<file path="config.mk">
export PLATFORM = sky130hd
export DESIGN_NAME = sync_fifo_param_flat
export DESIGN_NICKNAME = d
export VERILOG_FILES = /design/src/rtl/sync_fifo_param_if.sv /design/src/rtl/sync_fifo_param.sv /design/src/flat_wrapper.sv
export SDC_FILE = /design/constraint.sdc
export NUM_CORES = 1
export LEC_CHECK = 0
export BUFFER_PORTS_ARGS = -buffer_cell sky130_fd_sc_hd__buf_2
export CORE_UTILIZATION = 35
export CTS_CLUSTER_SIZE = 24
export DETAILED_ROUTE_END_ITERATION = 10
export HOLD_SLACK_MARGIN = 0.1
export PLACE_DENSITY_LB_ADDON = 0.08
export SETUP_SLACK_MARGIN = 0.05
export SYNTH_ARGS = -nofsm -noshare
export SYNTH_HDL_FRONTEND = slang
export SYNTH_SLANG_ARGS = --single-unit
</file>
<file path="constraint.sdc">
create_clock -name clk -period 5.01 [get_ports clk]
set_clock_uncertainty 0.1 [all_clocks]
set_input_delay 0.2505 -clock clk [delete_from_list [all_inputs] [get_ports clk]]
set_output_delay 0.2505 -clock clk [all_outputs]
set_load 0.05 [all_outputs]
</file>
<file path="src/rtl/sync_fifo_param_if.sv">
// Handshake/status bundle between a register block and sync_fifo_param.
// master drives requests and write data; slave (the FIFO) returns head data and status.
interface sync_fifo_param_if #(
  parameter int DATA_WIDTH = 8,
  parameter int DEPTH      = 4
);
  localparam int CW = $clog2(DEPTH) + 1;

  logic                  wr;
  logic                  rd;
  logic                  flush;
  logic                  clr_err;
  logic [DATA_WIDTH-1:0] wdata;
  logic [DATA_WIDTH-1:0] rdata;
  logic                  full;
  logic                  empty;
  logic                  almost_full;
  logic                  almost_empty;
  logic [CW-1:0]         count;
  logic                  overflow;
  logic                  underflow;

  modport master (
    output wr, rd, flush, clr_err, wdata,
    input  rdata, full, empty, almost_full, almost_empty, count, overflow, underflow
  );

  modport slave (
    input  wr, rd, flush, clr_err, wdata,
    output rdata, full, empty, almost_full, almost_empty, count, overflow, underflow
  );
endinterface

</file>
<file path="src/rtl/sync_fifo_param.sv">
// Parametrised show-ahead synchronous FIFO with level flags, flush and sticky errors.
// Define SYNC_FIFO_ERR_FLAGS_EN to build the overflow/underflow registers and clr_err.
module sync_fifo_param #(
  parameter int DATA_WIDTH    = 8,
  parameter int DEPTH         = 4,
  parameter int AFULL_THRESH  = DEPTH - 1,
  parameter int AEMPTY_THRESH = 1
) (
  input logic              clk,
  input logic              rst_n,
  sync_fifo_param_if.slave bus
);
  localparam int AW = $clog2(DEPTH);
  localparam int PW = AW + 1;

  logic [PW-1:0]         wptr, rptr, cnt;
  logic [DATA_WIDTH-1:0] mem [DEPTH];
  logic                  full, empty, wa, ra;

  // Flags come from registered count only, so wr/rd never reach them combinationally.
  assign full  = (cnt == PW'(DEPTH));
  assign empty = (cnt == '0);
  assign wa    = bus.wr & ~full  & ~bus.flush;
  assign ra    = bus.rd & ~empty & ~bus.flush;

  always_ff @(posedge clk or negedge rst_n) begin
    if (!rst_n) begin
      wptr <= '0;
      rptr <= '0;
      cnt  <= '0;
    end else if (bus.flush) begin
      wptr <= '0;
      rptr <= '0;
      cnt  <= '0;
    end else begin
      if (wa) wptr <= wptr + PW'(1);
      if (ra) rptr <= rptr + PW'(1);
      case ({wa, ra})
        2'b10:   cnt <= cnt + PW'(1);
        2'b01:   cnt <= cnt - PW'(1);
        default: cnt <= cnt;
      endcase
    end
  end

  always_ff @(posedge clk) begin
    if (wa) mem[wptr[AW-1:0]] <= bus.wdata;
  end

  assign bus.rdata        = mem[rptr[AW-1:0]];
  assign bus.full         = full;
  assign bus.empty        = empty;
  assign bus.almost_full  = (cnt >= PW'(AFULL_THRESH));
  assign bus.almost_empty = (cnt <= PW'(AEMPTY_THRESH));
  assign bus.count        = cnt;

`ifdef SYNC_FIFO_ERR_FLAGS_EN
  logic ovf, udf, ovf_set, udf_set;

  // Underflow still flags a wr&rd on empty even though the write lands.
  assign ovf_set = bus.wr & full  & ~bus.flush;
  assign udf_set = bus.rd & empty & ~bus.flush;

  always_ff @(posedge clk or negedge rst_n) begin
    if (!rst_n) begin
      ovf <= 1'b0;
      udf <= 1'b0;
    end else begin
      if (ovf_set)          ovf <= 1'b1;
      else if (bus.clr_err) ovf <= 1'b0;
      if (udf_set)          udf <= 1'b1;
      else if (bus.clr_err) udf <= 1'b0;
    end
  end

  assign bus.overflow  = ovf;
  assign bus.underflow = udf;
`else
  logic unused_clr_err;
  assign unused_clr_err = bus.clr_err;
  assign bus.overflow   = 1'b0;
  assign bus.underflow  = 1'b0;
`endif
endmodule

</file>
<file path="src/flat_wrapper.sv">
// flat-port wrapper written by rule: the top's interface ports become plain ports
module sync_fifo_param_flat 
#(
  parameter int DATA_WIDTH    = 8,
  parameter int DEPTH         = 4,
  parameter int AFULL_THRESH  = DEPTH - 1,
  parameter int AEMPTY_THRESH = 1
)
  (clk, rst_n, bus_wr, bus_rd, bus_flush, bus_clr_err, bus_wdata, bus_rdata, bus_full, bus_empty, bus_almost_full, bus_almost_empty, bus_count, bus_overflow, bus_underflow);
  sync_fifo_param_if #(.DATA_WIDTH(DATA_WIDTH), .DEPTH(DEPTH)) bus_i ();
  input logic clk;
  input logic rst_n;
  input wire logic [$bits(bus_i.wr)-1:0] bus_wr;
  input wire logic [$bits(bus_i.rd)-1:0] bus_rd;
  input wire logic [$bits(bus_i.flush)-1:0] bus_flush;
  input wire logic [$bits(bus_i.clr_err)-1:0] bus_clr_err;
  input wire logic [$bits(bus_i.wdata)-1:0] bus_wdata;
  output wire logic [$bits(bus_i.rdata)-1:0] bus_rdata;
  output wire logic [$bits(bus_i.full)-1:0] bus_full;
  output wire logic [$bits(bus_i.empty)-1:0] bus_empty;
  output wire logic [$bits(bus_i.almost_full)-1:0] bus_almost_full;
  output wire logic [$bits(bus_i.almost_empty)-1:0] bus_almost_empty;
  output wire logic [$bits(bus_i.count)-1:0] bus_count;
  output wire logic [$bits(bus_i.overflow)-1:0] bus_overflow;
  output wire logic [$bits(bus_i.underflow)-1:0] bus_underflow;
  assign bus_i.wr = bus_wr;
  assign bus_i.rd = bus_rd;
  assign bus_i.flush = bus_flush;
  assign bus_i.clr_err = bus_clr_err;
  assign bus_i.wdata = bus_wdata;
  assign bus_rdata = bus_i.rdata;
  assign bus_full = bus_i.full;
  assign bus_empty = bus_i.empty;
  assign bus_almost_full = bus_i.almost_full;
  assign bus_almost_empty = bus_i.almost_empty;
  assign bus_count = bus_i.count;
  assign bus_overflow = bus_i.overflow;
  assign bus_underflow = bus_i.underflow;
  sync_fifo_param #(.DATA_WIDTH(DATA_WIDTH), .DEPTH(DEPTH), .AFULL_THRESH(AFULL_THRESH), .AEMPTY_THRESH(AEMPTY_THRESH)) u_core (.clk(clk), .rst_n(rst_n), .bus(bus_i));
endmodule
</file>
## Yosys cells after proc, flatten, opt, wreduce, memory -nomap -nowiden

Memory sizes are Yosys's and may differ from the RTL's.
Cells that the tools add are included.

| word-level totals | value |
|---|---|
| register bits | 9 |
| bits in writable memories | 32 |
| bits of input ports | 14 |
| output and inout bits | 17 |
| logic and storage cells | 32 |
| memories | 1 |

| operators by class | value |
|---|---|
| add/sub/neg operators | 4 |
| order comparisons | 2 |
| eq/ne operators | 3 |
| multiplexer cells | 8 |
| bitwise logic cells | 7 |
| reductions and logical operators | 4 |

Memories:

| name | depth | width | rd ports | clocked after memory_dff | write ports | line | RTL |
|---|---|---|---|---|---|---|---|
| u_core.mem | 4 | 8 | 1 | 0 | 1 | sync_fifo_param.sv:17 | `logic [DATA_WIDTH-1:0] mem [DEPTH];` |

Operator list:

| kind | count |
|---|---|
| 2-to-1 mux 3 bit | 5 |
| adder 3 x 1 -> 3 bit, second input constant | 3 |
| case mux 3 bit (2 select lines) | 1 |
| AND 1 bit | 4 |
| nonzero test 2 bit | 2 |
| == test 3 bit, second input constant | 1 |
| >= comparator 3 x 2 -> 1 bit, second input constant | 1 |
| less-or-equal comparator 3 x 1 -> 1 bit, second input constant | 1 |
| logical NOT 3 bit | 1 |
| NOT 1 bit | 3 |
| nonzero test 3 bit | 1 |
| subtractor 3 x 1 -> 3 bit, second input constant | 1 |
| == test 2 x 1 -> 1 bit, second input constant | 1 |
| == test 2 bit, second input constant | 1 |
| 2-to-1 mux 1 bit | 2 |

## Depth between registers and ports, before layout

| depth | value |
|---|---|
| depth after elaboration | 7 |
| gate-level depth with buffers | 6 |
| gate-level depth less buffers | 6 |

## Least setup slack after synthesis

OpenSTA, ideal clock, no wires.

| path | value |
|---|---|
| path type | register to output |
| start | reg u_core.cnt[0] (netlist: u_core.bus.count[0]) |
| end | out bus_almost_full |
| data arrival time | 1.980 ns |
| required time | 4.660 ns |
| path slack | 2.679 ns |
| stages on the path, launching flop included | 3 |
| buffers on the path | 0 |
| cell sequence | dfrtp_1 > inv_1 > o21ai_0 |

| between the ends | value |
|---|---|
| cells in the longest elaborated chain, start to end | 1 |

Ends and longest elaborated chain:

| element | line | RTL |
|---|---|---|
| start: declaration | sync_fifo_param.sv:16 | `logic [PW-1:0] wptr, rptr, cnt;` |
| start signal: assignment | sync_fifo_param.sv:39 | `2'b10: cnt <= cnt + PW'(1);` |
| start signal: assignment | sync_fifo_param.sv:40 | `2'b01: cnt <= cnt - PW'(1);` |
| start signal: assignment | sync_fifo_param.sv:41 | `default: cnt <= cnt;` |
| >= comparator 3 x 2 -> 1 bit | sync_fifo_param.sv:53 | `assign bus.almost_full = (cnt >= PW'(AFULL_THRESH));` |
| end: declaration | flat_wrapper.sv:21 | `output wire logic [$bits(bus_i.almost_full)-1:0] bus_almost_full;` |

Every way passes these cells.

## Worst setup path after layout

| path | value |
|---|---|
| start | reg u_core.cnt[0] (netlist: u_core.bus.count[0]) |
| end | mem u_core.mem[0][2] (enable) |

| between the ends | value |
|---|---|
| cells in the longest elaborated chain, start to end | 6 |

Ends and longest elaborated chain:

| element | line | RTL |
|---|---|---|
| == test 3 bit | sync_fifo_param.sv:21 | `assign full = (cnt == PW'(DEPTH));` |
| NOT 1 bit | sync_fifo_param.sv:23 | `assign wa = bus.wr & ~full & ~bus.flush;` |
| AND 1 bit (2 in series) | sync_fifo_param.sv:23 |  |
| 2-to-1 mux 1 bit | sync_fifo_param.sv:47 | `if (wa) mem[wptr[AW-1:0]] <= bus.wdata;` |
| 2-to-1 mux 1 bit (not written as such) | sync_fifo_param.sv:47 |  |
| end: declaration | sync_fifo_param.sv:17 |  |

Every way passes these cells.

==> impl_metrics.csv <==
group,metric,value,unit
layout,syn2layout_area_growth,22.70,%
synth,seq_area_frac_synth,65.65,%
floorplan,core,0.004755,mm²
cts,numCtsBuffers,5,
placed_design,dp_hpwl,2053,µm
power,peakVddDrop,290.3,µV
worst_setup_path,r2r-start,"u_core.bus.count[0]",
floorplan,dieArea,0.005229,mm²
sta,post-route-period-util,45.53,%
worst_setup_path,path_max_fanout,8,
worst_setup_path,cp.buffers_inverters,1,
worst_setup_path,r2r_end,"u_core.mem[0][2]",
global_routing,grt_pass1_vias,958,
sta,tightest_slew,0.6213,ns
worst_setup_path,crit_chain,"inv_1 > ha_1 > a21bo_2 > nor2_1 > and2_1",
hold_path,hold_depth,2,
hold_path,min_to,"u_core.bus.count[2]",
placed_design,portBuffers,27,
cts,path_clk_slew,0.07,ns
routing,viasPerCell,4.468,
power,swShare,40.52,%
sta,max-slew-margin-rel,58.58,%
sta,fin_setup_tns,0,ns
layout,n_fill_cell,452,
power,p_leak,0.8171,nW
synth,synth_seq_cells,39,
floorplan,fp-row-count,25,
status,status,"finished, final reports clean",
hold_path,min_path_type,"in -> reg",
synth,synth_area,0.001730,mm²
hold_path,hold_start,"bus_rd",
synth,synth_compound_area_share,4.555,%
floorplan,io-pin-count,31,
cts,cts.htree.levels,2,
global_routing,antenna_found_initial,0,
floorplan,start_util,36.39,%
placed_design,dp_slack,2.699,ns
sta,finalMaxSlewViolations,0,
power,power_per_cell_area,539.0,mW/mm²
synth,yosys_warnings,0,
routing,drc,0,
worst_setup_path,critical_path.max_stage_delay,0.48,ns
sta,setup_ws,2.729,ns
synth,syn-mean-instance-area,15.88,µm²
cts,cts_setup_buffers,0,
global_routing,grt_usage,12.90,%
sta,rsz0062_at_grt,"no",
cts,cts_root_buf,"clkbuf_8",
cts,cts_sinks,39,
power,p_clk_share,21.7,%
synth,synth_mux_area_share,11.06,%
worst_setup_path,rr_worst_depth,5,
worst_setup_path,critPathKind,"reg -> reg",
floorplan,die_y,72.32,µm
placed_design,postPlaceCellArea,0.001926,mm²
sta,fmax,438.4,MHz
power,p_int,0.0006806,W
power,p_seq_share,37.5,%
layout,utilization,44.66,%
worst_setup_path,worst_ep_arrival_time,2.10,ns
synth,synthSimpleGateAreaFrac,6.652,%
worst_setup_path,critical_path_required,4.83,ns
worst_setup_path,path_delay_family,"simple AND/OR/NAND/NOR gates",
cts,worstSkewPairLatency,0.28,ns
global_routing,gr-total-overflow,0,
synth,post_synth_fa_ha_maj_area_fraction,6.508,%
layout,antenna_cells,0,
routing,wl_per_cell,13.59,µm
sta,finalCriticalPeriod,2.281,ns
cts,cts_buffer_depth,2,
worst_setup_path,r2r_slack,2.73,ns
routing,drt_iter0_drc,35,
layout,fin_area,0.002123,mm²
routing,dr.pass1.iters,4,
global_routing,grt_first_pass_wirelength,4802,µm
routing,ant_nets,0,
placed_design,place.gp.congestion,0.7429,
power,pwr-share-comb,40.7,%
floorplan,die_x,72.32,µm
layout,drive_gt1_share,31.54,%
worst_setup_path,end_kind,"flop",
power,p_sw,0.0004638,W
routing,totalWireLength,2935,µm
synth,synth_top_family_by_area,"multiplexers",
layout,finalNetCount,171,
global_routing,grt_start_max_net_pins,13,
cts,cts_resized,0,
worst_setup_path,crit_path_start_kind,"flop",
synth,synth_xor_area_share,2.025,%
worst_setup_path,cp_slowest_cell,"and2_1",
synth,synthCells,109,
cts,cts_tree,"done",
cts,cts_hold_buf,9,
synth,yosys.cell_types.count,29,
sta,finalHoldViolCount,0,
routing,vias,965,
sta,timing.hold.ws,0.1326,ns
run,drv_cap,0,
sta,finalSetupViolations,0,
final cells by class:
type                            count  area, µm²  area share [%]
Timing Repair Buffer               36      225.2           10.61
Clock buffer                        5      68.82           3.241
Inverter                            8      30.03           1.414
Multi-Input combinational cell     58      540.5           25.46
Clock inverter                      3      38.79           1.827
Tap cell                           67      83.83           3.948
Sequential cell                    39       1136           53.51
per-layer routing:
layer	wire, µm	global-route usage [%]	share of wire, %	vias to the layer above
met3	110	4.306	3.7	2
met5	0	0	0	-
met2	1505	21.50	51	21
met1	1306	15.65	44	466
met4	13	4.575	0.44	0
li1	-	-	-	476
flip-flops by register name (all words and copies together), names as in the netlist:
signal,count
u_core.bus.count,3
u_core.wptr,2
u_core.mem,32
u_core.rptr,2
through the flow:
stage	total power, W	instances
after global routing	0.001203	216
after floorplan	0.0008084	110
after CTS	0.001161	216
after detailed placement	0.0009038	199
final	0.001144	216
after global placement	0.0009001	199
cell usage in the layout, fill, tap and decap left out:
cell type,instances
a21bo_2,1
a21boi_1,1
a21oi_1,4
a311oi_1,1
a31oi_1,1
and2_1,4
and2_2,1
buf_2,27
bufinv_16,1
clkbuf_8,5
clkinv_1,1
clkinv_2,1
conb_1,2
dfrtp_1,7
dlygate4sd3_1,9
edfxtp_1,32
ha_1,9
inv_1,8
mux2_1,1
mux4_2,8
nand2_1,5
nand2_2,1
nand2b_4,1
nand3_1,2
nor2_1,6
nor3_1,1
o21ai_0,2
o21ai_1,1
o221a_2,1
or3_1,1
xnor2_1,2
xor2_1,2
worst max path at each step:
| stage | from | end | slack, ns | cells after the start |
|---|---|---|---|---|
| 6_report | u_core.bus.count[0] | u_core.mem[0][2] | 2.73 | 5 |
| 5_1_grt | u_core.bus.count[0] | u_core.mem[0][2] | 2.57 | 5 |
| 4_1_cts | u_core.bus.count[0] | u_core.mem[0][2] | 2.68 | 5 |
| 3_5_place_dp | u_core.bus.count[0] | u_core.mem[0][2] | 2.70 | 5 |
| 3_3_place_gp | u_core.bus.count[0] | u_core.mem[0][2] | 2.75 | 5 |
| 2_1_floorplan | u_core.bus.count[0] | bus_almost_full | 2.68 | 2 |
worst reg2reg max path, stage by stage (launching register included):
cell and delay (ns):
dfrtp_1 0.44, inv_1 0.11, ha_1 0.31, a21bo_2 0.26, nor2_1 0.21, and2_1 0.48
power by group through the flow:
stage / combinational (W) / clock (W) / sequential, W
after floorplan: 0.000370 / 0 / 0.000438
after global placement: 0.000462 / 0 / 0.000438
after detailed placement: 0.000464 / 0 / 0.000440
after CTS: 0.000471 / 0.000258 / 0.000433
after global routing: 0.000496 / 0.000270 / 0.000437
final: 0.000466 / 0.000249 / 0.000430
cell usage after synthesis:
library cell  count  share of area [%]
edfxtp_1         32                 56
ha_1              9                6.5
inv_1             8                1.7
mux4_2            8                 10
dfrtp_1           7                 10
nor2_1            6                1.3
nand2_1           5                1.1
a21oi_1           4                1.2
and2_1            4                1.4
buf_4             2               0.87
clkbuf_1          2               0.43
nand3_1           2               0.58
o21ai_0           2               0.58
xnor2_1           2                1.0
xor2_1            2                1.0
a21bo_2           1               0.58
a21boi_1          1               0.43
a311oi_1          1               0.51
a31oi_1           1               0.36
and2_2            1               0.43
buf_2             1               0.29
conb_1            1               0.22
mux2_1            1               0.65
nand2_2           1               0.36
nand2b_4          1               0.80
nor3_1            1               0.29
o21ai_1           1               0.29
o221a_2           1               0.65
or3_1             1               0.36
logic make-up (layout without fill, tap and decap cells):
group / count (synthesis) / count (layout)
AND/OR/NAND/NOR: 22 / 22
buffers and inverters: 13 / 52
adder cells (fa/ha/maj): 9 / 9
other: 1 / 2
AO/OA/AOI/OAI: 12 / 12
XOR/XNOR: 4 / 4
multiplexers: 9 / 9
flip-flops: 39 / 39
(Power assumes the default switching activity.)
